## src/rtl/tf_fetch_ctrl.sv

```systemverilog
// Twiddle-factor fetch controller.
// Streams NUM_WORDS twiddle words from a registered-read ROM, in ascending or
// descending address order, into a 4-entry FIFO. The FIFO head is presented
// to a consumer as three unpacked lanes under a valid/ready handshake.
//
// state  | meaning
// -------+---------------------------------------------------------------
// IDLE   | waiting for start; inv is latched when start is accepted
// RUN    | issuing ROM reads whenever the FIFO has room for the result
// DRAIN  | all reads issued; waiting for the consumer to pop the last word
module tf_fetch_ctrl #(
    parameter int DATA_W    = 42,
    parameter int TW_W      = 14,
    parameter int ADDR_W    = 7,
    parameter int NUM_WORDS = 108
) (
    input  logic              clk,
    input  logic              rst,
    input  logic              start,
    input  logic              inv,
    output logic              busy,
    output logic              done,
    output logic [ADDR_W-1:0] rom_addr,
    output logic              rom_ren,
    input  logic [DATA_W-1:0] rom_q,
    output logic [TW_W-1:0]   tw0,
    output logic [TW_W-1:0]   tw1,
    output logic [TW_W-1:0]   tw2,
    output logic              tw_valid,
    input  logic              tw_ready
);

    localparam int CNT_W = $clog2(NUM_WORDS + 1);

    typedef enum logic [1:0] {
        S_IDLE  = 2'd0,
        S_RUN   = 2'd1,
        S_DRAIN = 2'd2
    } state_t;

    state_t              r_state;
    state_t              w_state_nxt;

    logic                r_inv;
    logic                r_pend;
    logic [CNT_W-1:0]    r_issued;
    logic [CNT_W-1:0]    r_popped;
    logic [ADDR_W-1:0]   r_next_addr;
    logic [ADDR_W-1:0]   r_last_addr;

    logic [DATA_W-1:0]   r_fifo [4];
    logic [1:0]          r_wr_ptr;
    logic [1:0]          r_rd_ptr;
    logic [2:0]          r_occ;

    logic                w_ren;
    logic                w_done;
    logic                w_valid;
    logic                w_pop;
    logic                w_accept;
    logic [DATA_W-1:0]   w_head;
    logic [ADDR_W-1:0]   w_step_addr;

    assign w_valid  = (r_occ != 3'd0);
    assign w_pop    = w_valid && tw_ready;
    assign w_accept = (r_state == S_IDLE) && start;
    assign w_head   = r_fifo[r_rd_ptr];

    // Pre-computed next address; only consumed when a read actually issues.
    assign w_step_addr = r_inv ? (r_next_addr - ADDR_W'(1)) : (r_next_addr + ADDR_W'(1));

    // Next-state and read-issue decision. The word sitting on rom_q (r_pend)
    // counts against FIFO space; a pop in the same cycle is deliberately not
    // credited so the read decision never depends on tw_ready.
    always_comb begin
        w_state_nxt = r_state;
        w_ren       = 1'b0;
        w_done      = 1'b0;
        case (r_state)
            S_IDLE: begin
                if (start) begin
                    w_state_nxt = S_RUN;
                end
            end
            S_RUN: begin
                w_ren = (r_issued < CNT_W'(NUM_WORDS)) &&
                        (({1'b0, r_occ} + {3'b000, r_pend}) < 4'd4);
                if (w_ren && (r_issued == CNT_W'(NUM_WORDS - 1))) begin
                    w_state_nxt = S_DRAIN;
                end
            end
            S_DRAIN: begin
                if (w_pop && (r_popped == CNT_W'(NUM_WORDS - 1))) begin
                    w_done      = 1'b1;
                    w_state_nxt = S_IDLE;
                end
            end
            default: begin
                w_state_nxt = S_IDLE;
            end
        endcase
    end

    // State register.
    always_ff @(posedge clk or posedge rst) begin
        if (rst) begin
            r_state <= S_IDLE;
        end else begin
            r_state <= w_state_nxt;
        end
    end

    // Run bookkeeping: direction latch, issue/pop counts and the ROM address.
    always_ff @(posedge clk or posedge rst) begin
        if (rst) begin
            r_inv       <= 1'b0;
            r_pend      <= 1'b0;
            r_issued    <= '0;
            r_popped    <= '0;
            r_next_addr <= '0;
            r_last_addr <= '0;
        end else begin
            r_pend <= w_ren;
            if (w_accept) begin
                r_inv       <= inv;
                r_issued    <= '0;
                r_popped    <= '0;
                r_next_addr <= inv ? ADDR_W'(NUM_WORDS - 1) : '0;
            end else begin
                if (w_ren) begin
                    r_issued    <= r_issued + CNT_W'(1);
                    r_last_addr <= r_next_addr;
                    r_next_addr <= w_step_addr;
                end
                if (w_pop) begin
                    r_popped <= r_popped + CNT_W'(1);
                end
            end
        end
    end

    // FIFO storage; contents are don't-care until written, outputs are gated.
    always_ff @(posedge clk) begin
        if (r_pend) begin
            r_fifo[r_wr_ptr] <= rom_q;
        end
    end

    // FIFO pointers and occupancy; write and pop together leave occ unchanged.
    always_ff @(posedge clk or posedge rst) begin
        if (rst) begin
            r_wr_ptr <= 2'd0;
            r_rd_ptr <= 2'd0;
            r_occ    <= 3'd0;
        end else begin
            if (r_pend) begin
                r_wr_ptr <= r_wr_ptr + 2'd1;
            end
            if (w_pop) begin
                r_rd_ptr <= r_rd_ptr + 2'd1;
            end
            case ({r_pend, w_pop})
                2'b10:   r_occ <= r_occ + 3'd1;
                2'b01:   r_occ <= r_occ - 3'd1;
                default: r_occ <= r_occ;
            endcase
        end
    end

    // While reading, show the address being issued; otherwise hold the last one.
    assign rom_addr = w_ren ? r_next_addr : r_last_addr;
    assign rom_ren  = w_ren;
    assign busy     = (r_state != S_IDLE);
    assign done     = w_done;
    assign tw_valid = w_valid;
    assign tw0      = w_valid ? w_head[DATA_W-1 -: TW_W]   : '0;
    assign tw1      = w_valid ? w_head[2*TW_W-1 -: TW_W]   : '0;
    assign tw2      = w_valid ? w_head[TW_W-1 -: TW_W]     : '0;

endmodule

```

## config.mk

```make
export PLATFORM = sky130hd
export DESIGN_NAME = tf_fetch_ctrl
export DESIGN_NICKNAME = d
export VERILOG_FILES = /design/src/rtl/tf_fetch_ctrl.sv
export SDC_FILE = /design/constraint.sdc
export NUM_CORES = 1
export LEC_CHECK = 0
export CORE_MARGIN = 1.5
export CORE_UTILIZATION = 40
export CTS_CLUSTER_DIAMETER = 200
export DETAILED_ROUTE_END_ITERATION = 12
export MAX_ROUTING_LAYER = met4
export PLACE_DENSITY = 0.61
export SLEW_MARGIN = 5
export SYNTH_ARGS = -nofsm -noshare
export SYNTH_HDL_FRONTEND = slang
export SYNTH_SLANG_ARGS = --single-unit
```

## constraint.sdc

```tcl
create_clock -name clk -period 3.1 [get_ports clk]
set_clock_uncertainty 0.2 [all_clocks]
set_input_delay 0.62 -clock clk [delete_from_list [all_inputs] [get_ports clk]]
set_output_delay 0.62 -clock clk [all_outputs]
set_load 0.005 [all_outputs]
```

Yosys cells after proc, flatten, opt, wreduce, memory -nomap -nowiden
Memory sizes are Yosys's and may differ from the RTL's.
Cells that the tools add are included.
{"block": "op_classes", "n_addsub": 9, "magnitude_cmp": 2, "n_eq_ne": 9, "n_mux": 22, "n_reduce_logical": 12}
{"op": "$mux W7", "n": 9}
{"op": "$mux W14", "n": 3}
{"op": "$add A7 B1 Y7 const B", "n": 3}
{"op": "$eq A7 B7 Y1 const B", "n": 2}
{"op": "$reduce_bool A2 Y1", "n": 4}
{"op": "$lt A7 B7 Y1 const B", "n": 1}
{"op": "$sub A7 B1 Y7 const B", "n": 1}
{"op": "$mux W2", "n": 3}
{"op": "$ne A2 B2 Y1 const B", "n": 3}
{"op": "$pmux W2 S3", "n": 1}
{"op": "$pmux W3 S2", "n": 1}
{"op": "$logic_and A1 B1 Y1", "n": 5}
{"op": "$mux W1", "n": 5}
{"op": "$add A2 B1 Y2 const B", "n": 2}
{"op": "$add A3 B1 Y4", "n": 1}
{"op": "$eq A2 B1 Y1 const B", "n": 2}
{"op": "$eq A2 B2 Y1 const B", "n": 2}
{"op": "$lt A4 B3 Y1 const B", "n": 1}
{"op": "$add A3 B1 Y3 const B", "n": 1}
{"op": "$reduce_and A3 Y1", "n": 1}
{"op": "$reduce_bool A3 Y1", "n": 1}
{"op": "$sub A3 B1 Y3 const B", "n": 1}
{"op": "$logic_not A2 Y1", "n": 1}
{"block": "word_totals", "reg_bits": 39, "ram_bits": 168, "inputBits": 47, "word_cells": 65, "memories": 1}
{"name": "r_fifo", "words": 4, "width": 42, "read_ports": 1, "rd_ports_with_merged_regs": 0, "wr": 1, "line": "51", "text": "logic [DATA_W-1:0] r_fifo [4];"}

Logic depth before layout (Yosys ltp)
Gate-level depths: netlist of run 1.
{"block": "logic_depth", "depth_word": 6, "ltp_mapped": 9, "depth_no_buf": 8}

Worst setup path before layout of run 1
Ideal clock, no wire load.
{"block": "synth_path", "path_kind": "reg2reg", "start": "register r_wr_ptr[0]", "end": "memory r_fifo[2][0] (enable)", "arrival_ns": 1.634, "required_ns": 2.497, "path_slack_ns": 0.863, "stages_incl_launch_ff": 4, "synth_period_minus_slack_ns": 2.237, "path_cell_list": "dfrtp_1 inv_1 ha_1 and2_1"}
{"element": "from (decl)", "line": "52", "text": "logic [1:0] r_wr_ptr;"}
{"element": "from (signal assigned)", "line": "157", "text": "r_wr_ptr <= r_wr_ptr + 2'd1;"}
{"element": "to (decl)", "line": "51"}
Straight into the memory's write port.

Worst setup path in the final report of run 1
{"block": "layout_path", "start": "register r_rd_ptr[0]", "end": "output tw0[0]"}
{"block": "layout_via", "elab_chain_len": 2}
{"element": "from (decl)", "line": "53", "text": "logic [1:0] r_rd_ptr;"}
{"element": "from (signal assigned)", "line": "160", "text": "r_rd_ptr <= r_rd_ptr + 2'd1;"}
{"element": "$mem_v2 Z4 W42"}
{"element": "$mux W14", "line": "176", "text": "assign tw0 = w_valid ? w_head[DATA_W-1 -: TW_W] : '0;"}
{"element": "to (decl)", "line": "26", "text": "output logic [TW_W-1:0] tw0,"}
Every way passes these cells.

==> qor.txt, run 1 <==
Largest fanout on the critical path: 8
Yosys reg bits: 207
DP Area: 9850 um^2
Worst VDD drop: 0.477 mV
DP HPWL: 9.79 mm
CTS Buf Count: 23
Critical path endpoint category: output pin
Yosys top cell area share: 0.598
Share of cells above drive strength 1: 0.192
CP Depth: 6
Post-layout instance area: 10,700 um^2
Initial antenna violation count: 0
Finished Layout Cells: 911
CTS root buf: clkbuf_16
Most frequent cells after synthesis: edfxtp_1 (168), nor2b_1 (45), mux4_2 (42)
Worst Reg-to-Reg Cells: 9
Slew Viols, Final: 0
Fmax: 324 MHz
Cell area after synthesis: 8430 um^2
WL final: 16.3 mm
Synth Instances: 489
Min Tclk post-route: 3.08 ns
Final setup margin: 0.0169 ns
CP max stage delay: 0.50 ns
Final ANT Viol Nets: 0
CP required: 2.28 ns
CTS Sinks: 207
Status: finished, final reports clean
Die area: 22,000 um^2
RePlAce Congestion: 0.746
Pre-CTS setup slack: 0.0671 ns
Power Total: 11.0 mW
Area growth from synthesis to layout: 27.3%
Die height: 148 um
Average cell area after synthesis: 17.2 um^2
Number of global-route vias before repair: 4,824
Final core utilization: 0.525
# rows: 52
Syn nets: 550
CTS tree: built
CTS max path bufs: 3
Largest net degree at the start of global routing: 45
Initial Utilization: 0.413
PwrDens: 1030 nW/um^2
Ant. Diodes: 0
Ys Warns: 0
Drt wl/cell: 17.9 um
Post-Place Cells: 851
GRT Residual Overflow: 0
Crit path max-delay cell type: dfrtp_4
Starting DRT DRC Count: 278
First-pass GRT wire length: 26.0 mm
Hold Path Class: in2async
Clock-pin slew on the worst setup and hold paths: 0.06 ns
CP Buf/Inv Count: 4
Cells along the critical path: buf_4, clkbuf_16, buf_4, mux4_2, nor2b_1, dlygate4sd2_1
EDFF count, synth: 168
Ports: 100
Data arrival, critical path: 2.26 ns
Clk_lat worst skew: 0.49 ns
Count leader, synth: edfxtp_1
Drc violations: 0
Total Routing Usage GR: 0.157
CORE AREA: 20,400 um^2
Htree depth: 1
Leakage: 3.88 nW
Worst slew margin: 0.492
Vias per cell: 5.04
Hold Violations, Final: 0
Unique masters post-synth: 44
Ranking of synthesized cells by area: edfxtp_1 (60%), dfrtp_1 (12%), mux4_2 (11%), nor2b_1 (3.3%), ha_1 (1.8%)
Crit Path Class: reg2out
Synth area leader: edfxtp_1
Slew @ Worst Pin: 0.762 ns
DRT Pass-1 Iters: 4
RSZ-0062 raised after global routing: yes
Ys async rst share: 0.188
Die W: 148 um
Ys flop type: edfxtp_1
CP dominant cell by count: buf_4
Cell family with most CP delay: buffers and inverters
Fin nets: 688
Period utilization: 0.995
Port Buffer Count: 99
# hold bufs at CTS: 0
Startpoint types: flip-flop
Register area share after synthesis: 0.714
Vias: 4,595
Max Cap Violations: 0
Endpoints failing setup: 0
-- metrics by stage --
step                      setup TNS [ns]  hold WS, ns
after floorplan                        0        0.239
final                                  0        0.163
after detailed placement               0        0.257
after global placement                 0        0.254
after CTS                        -0.0218        0.162
after global routing              -0.195        0.184
-- kinds of logic after synthesis --
| family | share of synthesized area |
|---|---|
| multiplexers | 0.115 |
| AND/OR/NAND/NOR | 0.0849 |
| buffers and inverters | 0.0190 |
| XOR/XNOR | 0.0197 |
| flip-flops | 0.714 |
| AO/OA/AOI/OAI | 0.0255 |
| adder cells (fa/ha/maj) | 0.0225 |
-- placed cells by master, fill, tap and decap left out, drive strengths merged, types with 2 or more instances in the layout --
| cell | netlist | layout |
|---|---|---|
| o211ai | 2 | 2 |
| edfxtp | 168 | 168 |
| xor2 | 12 | 12 |
| clkdlybuf4s15 | 0 | 14 |
| nor3b | 3 | 3 |
| xnor2 | 7 | 7 |
| a21oi | 7 | 7 |
| clkbuf | 8 | 32 |
| inv | 13 | 13 |
| fa | 2 | 2 |
| nand4 | 3 | 3 |
| mux4 | 42 | 42 |
| dlymetal6s2s | 0 | 2 |
| clkdlybuf4s50 | 0 | 67 |
| nor3 | 7 | 7 |
| nand3 | 8 | 8 |
| a211oi | 5 | 5 |
| nand2 | 37 | 37 |
| buf | 13 | 33 |
| or3 | 2 | 2 |
| dlygate4sd2 | 0 | 16 |
| nor2 | 22 | 22 |
| and2 | 5 | 5 |
| nor2b | 45 | 45 |
| mux2i | 2 | 2 |
| o21ai | 13 | 13 |
| dfrtp | 39 | 39 |
| ha | 12 | 12 |
| clkinv | 0 | 9 |
-- registers in the layout, indices dropped and copies added (netlist names) --
signal       flops
r_pend           1
r_next_addr      7
r_state          2
r_wr_ptr         2
r_last_addr      7
r_popped         7
r_rd_ptr         2
r_inv            1
r_fifo         168
r_issued         7
r_occ            3
-- routing by layer --
metal  vias up  track usage  part of all wire
li1       2125            -                 -
met1      2326        0.207              0.45
met2       115        0.253              0.48
met3        29       0.0313             0.051
met4         0       0.0396             0.023
met5         -            -                 0
-- area by class of cell --
class                   instances  area [um^2]
clock buffers                  30          602
clock inverters                 9         43.8
fillers                      1698         9690
inverters                      13         51.3
multi-input cells             248         2280
flip-flops and latches        207         6030
well taps                     270          338
repair buffers                134         1390
-- report_power, final --
part | switching (mW) | total [mW] | leakage [nW] | internal, mW
sequential | 0.358 | 4.22 | 2.01 | 3.87
combinational | 1.98 | 4.43 | 1.56 | 2.45
clock | 1.00 | 2.36 | 0.318 | 1.36
total | 3.34 | 11.0 | 3.88 | 7.67
-- final timing paths --
check	start	to	slack (ns)
worst max register to register	r_occ[2]	r_occ[2]	0.79
max in group asynchronous	rst	r_pend	1.75
min in group clk	r_last_addr[2]	r_last_addr[2]	0.27
worst max-delay path	r_rd_ptr[0]	tw0[0]	0.02
worst min-delay path	rst	r_last_addr[2]	0.16
worst min register to register	r_last_addr[2]	r_last_addr[2]	0.27
-- timing repair --
| action | CTS | global route |
|---|---|---|
| pin swaps | 0 | 2 |
| endpoints found under the setup margin | 39 | 20 |
| cloned | 0 | 2 |
| buffers inserted | 2 | 17 |
| gates resized for setup | 33 | 26 |
Note: power is estimated with default switching activity, not from simulation.
==> run 2: changes to the inputs <==
CTS_CLUSTER_DIAMETER = 120   (was 200)
==> results of run 2 <==
Final layout, timing and power as in run 1 (identical DEF).
==> run 3: changes to the inputs <==
SETUP_SLACK_MARGIN = 0.3   (was unset)
==> qor.txt, run 3 (synthesized netlist as in run 1, its figures left out) <==
GRT Residual Overflow: 0 (unchanged)
Vias per cell: 5.07 (was 5.04)
Initial Utilization: 0.413 (unchanged)
Hold Violations, Final: 0 (unchanged)
First-pass GRT wire length: 27.7 mm (was 26.0 mm)
RePlAce Congestion: 0.746 (unchanged)
Area growth from synthesis to layout: 33.5% (was 27.3%)
CTS Buf Count: 23 (unchanged)
Largest reg by FF count: r_fifo (unchanged)
Power Total: 11.8 mW (was 11.0 mW)
Part of the power in the clock network: 0.200 (was 0.214)
NetSw: 3.68 mW (was 3.34 mW)
Die W: 148 um (unchanged)
Post-Place Cells: 851 (unchanged)
Drc violations: 0 (unchanged)
Top Layer Used: met4 (unchanged)
Data arrival, critical path: 2.19 ns (was 2.26 ns)
Max reg flops: 168 (unchanged)
Critical path endpoint category: output pin (unchanged)
Pre-CTS setup slack: 0.0671 ns (unchanged)
Sw Share: 0.311 (was 0.304)
Slew Viols, Final: 0 (unchanged)
DP HPWL: 9.79 mm (unchanged)
Post-layout instance area: 11,300 um^2 (was 10,700 um^2)
Die height: 148 um (unchanged)
Final core utilization: 0.551 (was 0.525)
Share of cells above drive strength 1: 0.349 (was 0.192)
Drt wl/cell: 18.7 um (was 17.9 um)
WL final: 17.7 mm (was 16.3 mm)
CORE AREA: 20,400 um^2 (unchanged)
Largest net degree at the start of global routing: 43 (was 45)
# hold bufs at CTS: 0 (unchanged)
Largest fanout on the critical path: 5 (was 8)
Vias: 4,796 (was 4,595)
Power share of the combinational group: 0.442 (was 0.402)
Max Cap Violations: 0 (unchanged)
Fin nets: 723 (was 688)
Initial antenna violation count: 0 (unchanged)
Status: finished, final reports clean (unchanged)
Period utilization: 0.971 (was 0.995)
CTS Sinks: 207 (unchanged)
Total Routing Usage GR: 0.170 (was 0.157)
Clock-pin slew on the worst setup and hold paths: 0.06 ns (about the same)
Port Buffer Count: 99 (unchanged)
Endpoints failing setup: 0 (unchanged)
Worst slew margin: 0.517 (was 0.492)
CTS max path bufs: 3 (unchanged)
Startpoint types: flip-flop (unchanged)
# rows: 52 (unchanged)
Met3 WL: 951 um (was 835 um)
M1 wire length: 7.75 mm (was 7.31 mm)
Final setup margin: 0.0908 ns (was 0.0169 ns)
Number of global-route vias before repair: 5,057 (was 4,824)
Ports: 100 (unchanged)
Finished Layout Cells: 946 (was 911)
Most frequent cells in the layout: edfxtp_1 (168), clkdlybuf4s50_1 (47), mux4_2 (42) (was edfxtp_1 (168), clkdlybuf4s50_1 (67), nor2b_1 (45))
CP required: 2.28 ns (about the same)
Hold Path Class: in2async (unchanged)
DRT Pass-1 Iters: 4 (unchanged)
Slew @ Worst Pin: 0.724 ns (was 0.762 ns)
Most common cell after layout, fill and taps aside: edfxtp_1 (unchanged)
Die area: 22,000 um^2 (unchanged)
Leakage: 4.29 nW (was 3.88 nW)
Min Tclk post-route: 3.01 ns (was 3.08 ns)
Routed wl met2: 8.61 mm (was 7.79 mm)
Htree depth: 1 (unchanged)
PwrDens: 1050 nW/um^2 (was 1030 nW/um^2)
CTS root buf: clkbuf_16 (unchanged)
Fmax: 332 MHz (was 324 MHz)
Crit Path Class: reg2out (unchanged)
Final ANT Viol Nets: 0 (unchanged)
Setup_tns: 0 ns (unchanged)
Clk_lat worst skew: 0.50 ns (was 0.49 ns)
DP Area: 9850 um^2 (unchanged)
Pint: 8.16 mW (was 7.67 mW)
Ant. Diodes: 0 (unchanged)
Starting DRT DRC Count: 237 (was 278)
CTS tree: built (unchanged)
Hold_ws: 0.163 ns (about the same)
Worst VDD drop: 0.494 mV (was 0.477 mV)
RSZ-0062 raised after global routing: yes (unchanged)
Reg power frac: 0.358 (was 0.384)
## run 3: cell count changes in the layout (fill, tap and decap cells not counted), sizes merged
cell / before / now
buf: 33 / 95
bufbuf: 0 / 1
clkbuf: 32 / 44
clkdlybuf4s15: 14 / 1
clkdlybuf4s50: 67 / 47
dlygate4sd2: 16 / 5
dlymetal6s2s: 2 / 6
## run 3: metal layers
layer | vias to the layer above | global-route usage
li1 | 2199 | -
met1 | 2430 | 0.220
met2 | 132 | 0.275
met3 | 35 | 0.0359
met4 | 0 | 0.0426
met5 | - | -
## run 3: critical path, stage by stage (launching register included)
cell and delay, ns:
dfrtp_4 0.51, buf_6 0.14, buf_12 0.13, buf_16 0.13, buf_6 0.11, mux4_2 0.42, nor2b_4 0.14, buf_2 0.12
## run 3: final cells by class
cell class	instances	area [um^2]
Tap cell	270	338
Clock inverter	9	43.8
Clock buffer	30	602
Sequential cell	207	6030
Timing Repair Buffer	169	1680
Fill cell	1648	9170
Inverter	13	51.3
Multi-Input combinational cell	248	2510
## run 3: power by group through the flow
| stage | Combinational, mW | Clock (mW) | Sequential [mW] |
|---|---|---|---|
| 2_1_floorplan | 2.51 | 0 | 4.14 |
| 3_3_place_gp | 4.21 | 0 | 4.28 |
| 3_5_place_dp | 4.27 | 0 | 4.33 |
| 4_1_cts | 4.80 | 2.42 | 4.23 |
| 5_1_grt | 5.70 | 2.52 | 4.32 |
| 6_report | 5.24 | 2.36 | 4.24 |
## run 3: timing repair
action                                  CTS  global route
cloned                                    7             0
setup buffers                            28            21
endpoints found under the setup margin   52            45
resized for setup                       166            90
pin swaps                                 4            12
## run 3: path summary, 6_finish.rpt
path | start | to | slack (ns) | cells after the start
worst min-delay path | rst | r_last_addr[2] | 0.16 | 2
worst max-delay path | r_rd_ptr[0] | tw0[13] | 0.09 | 7
worst min register to register | r_last_addr[5] | r_last_addr[5] | 0.28 | 2
min in group clk | r_last_addr[5] | r_last_addr[5] | 0.28 | 2
max in group asynchronous | rst | r_occ[0] | 1.76 | 3
worst max register to register | r_occ[1] | r_occ[2] | 0.58 | 10
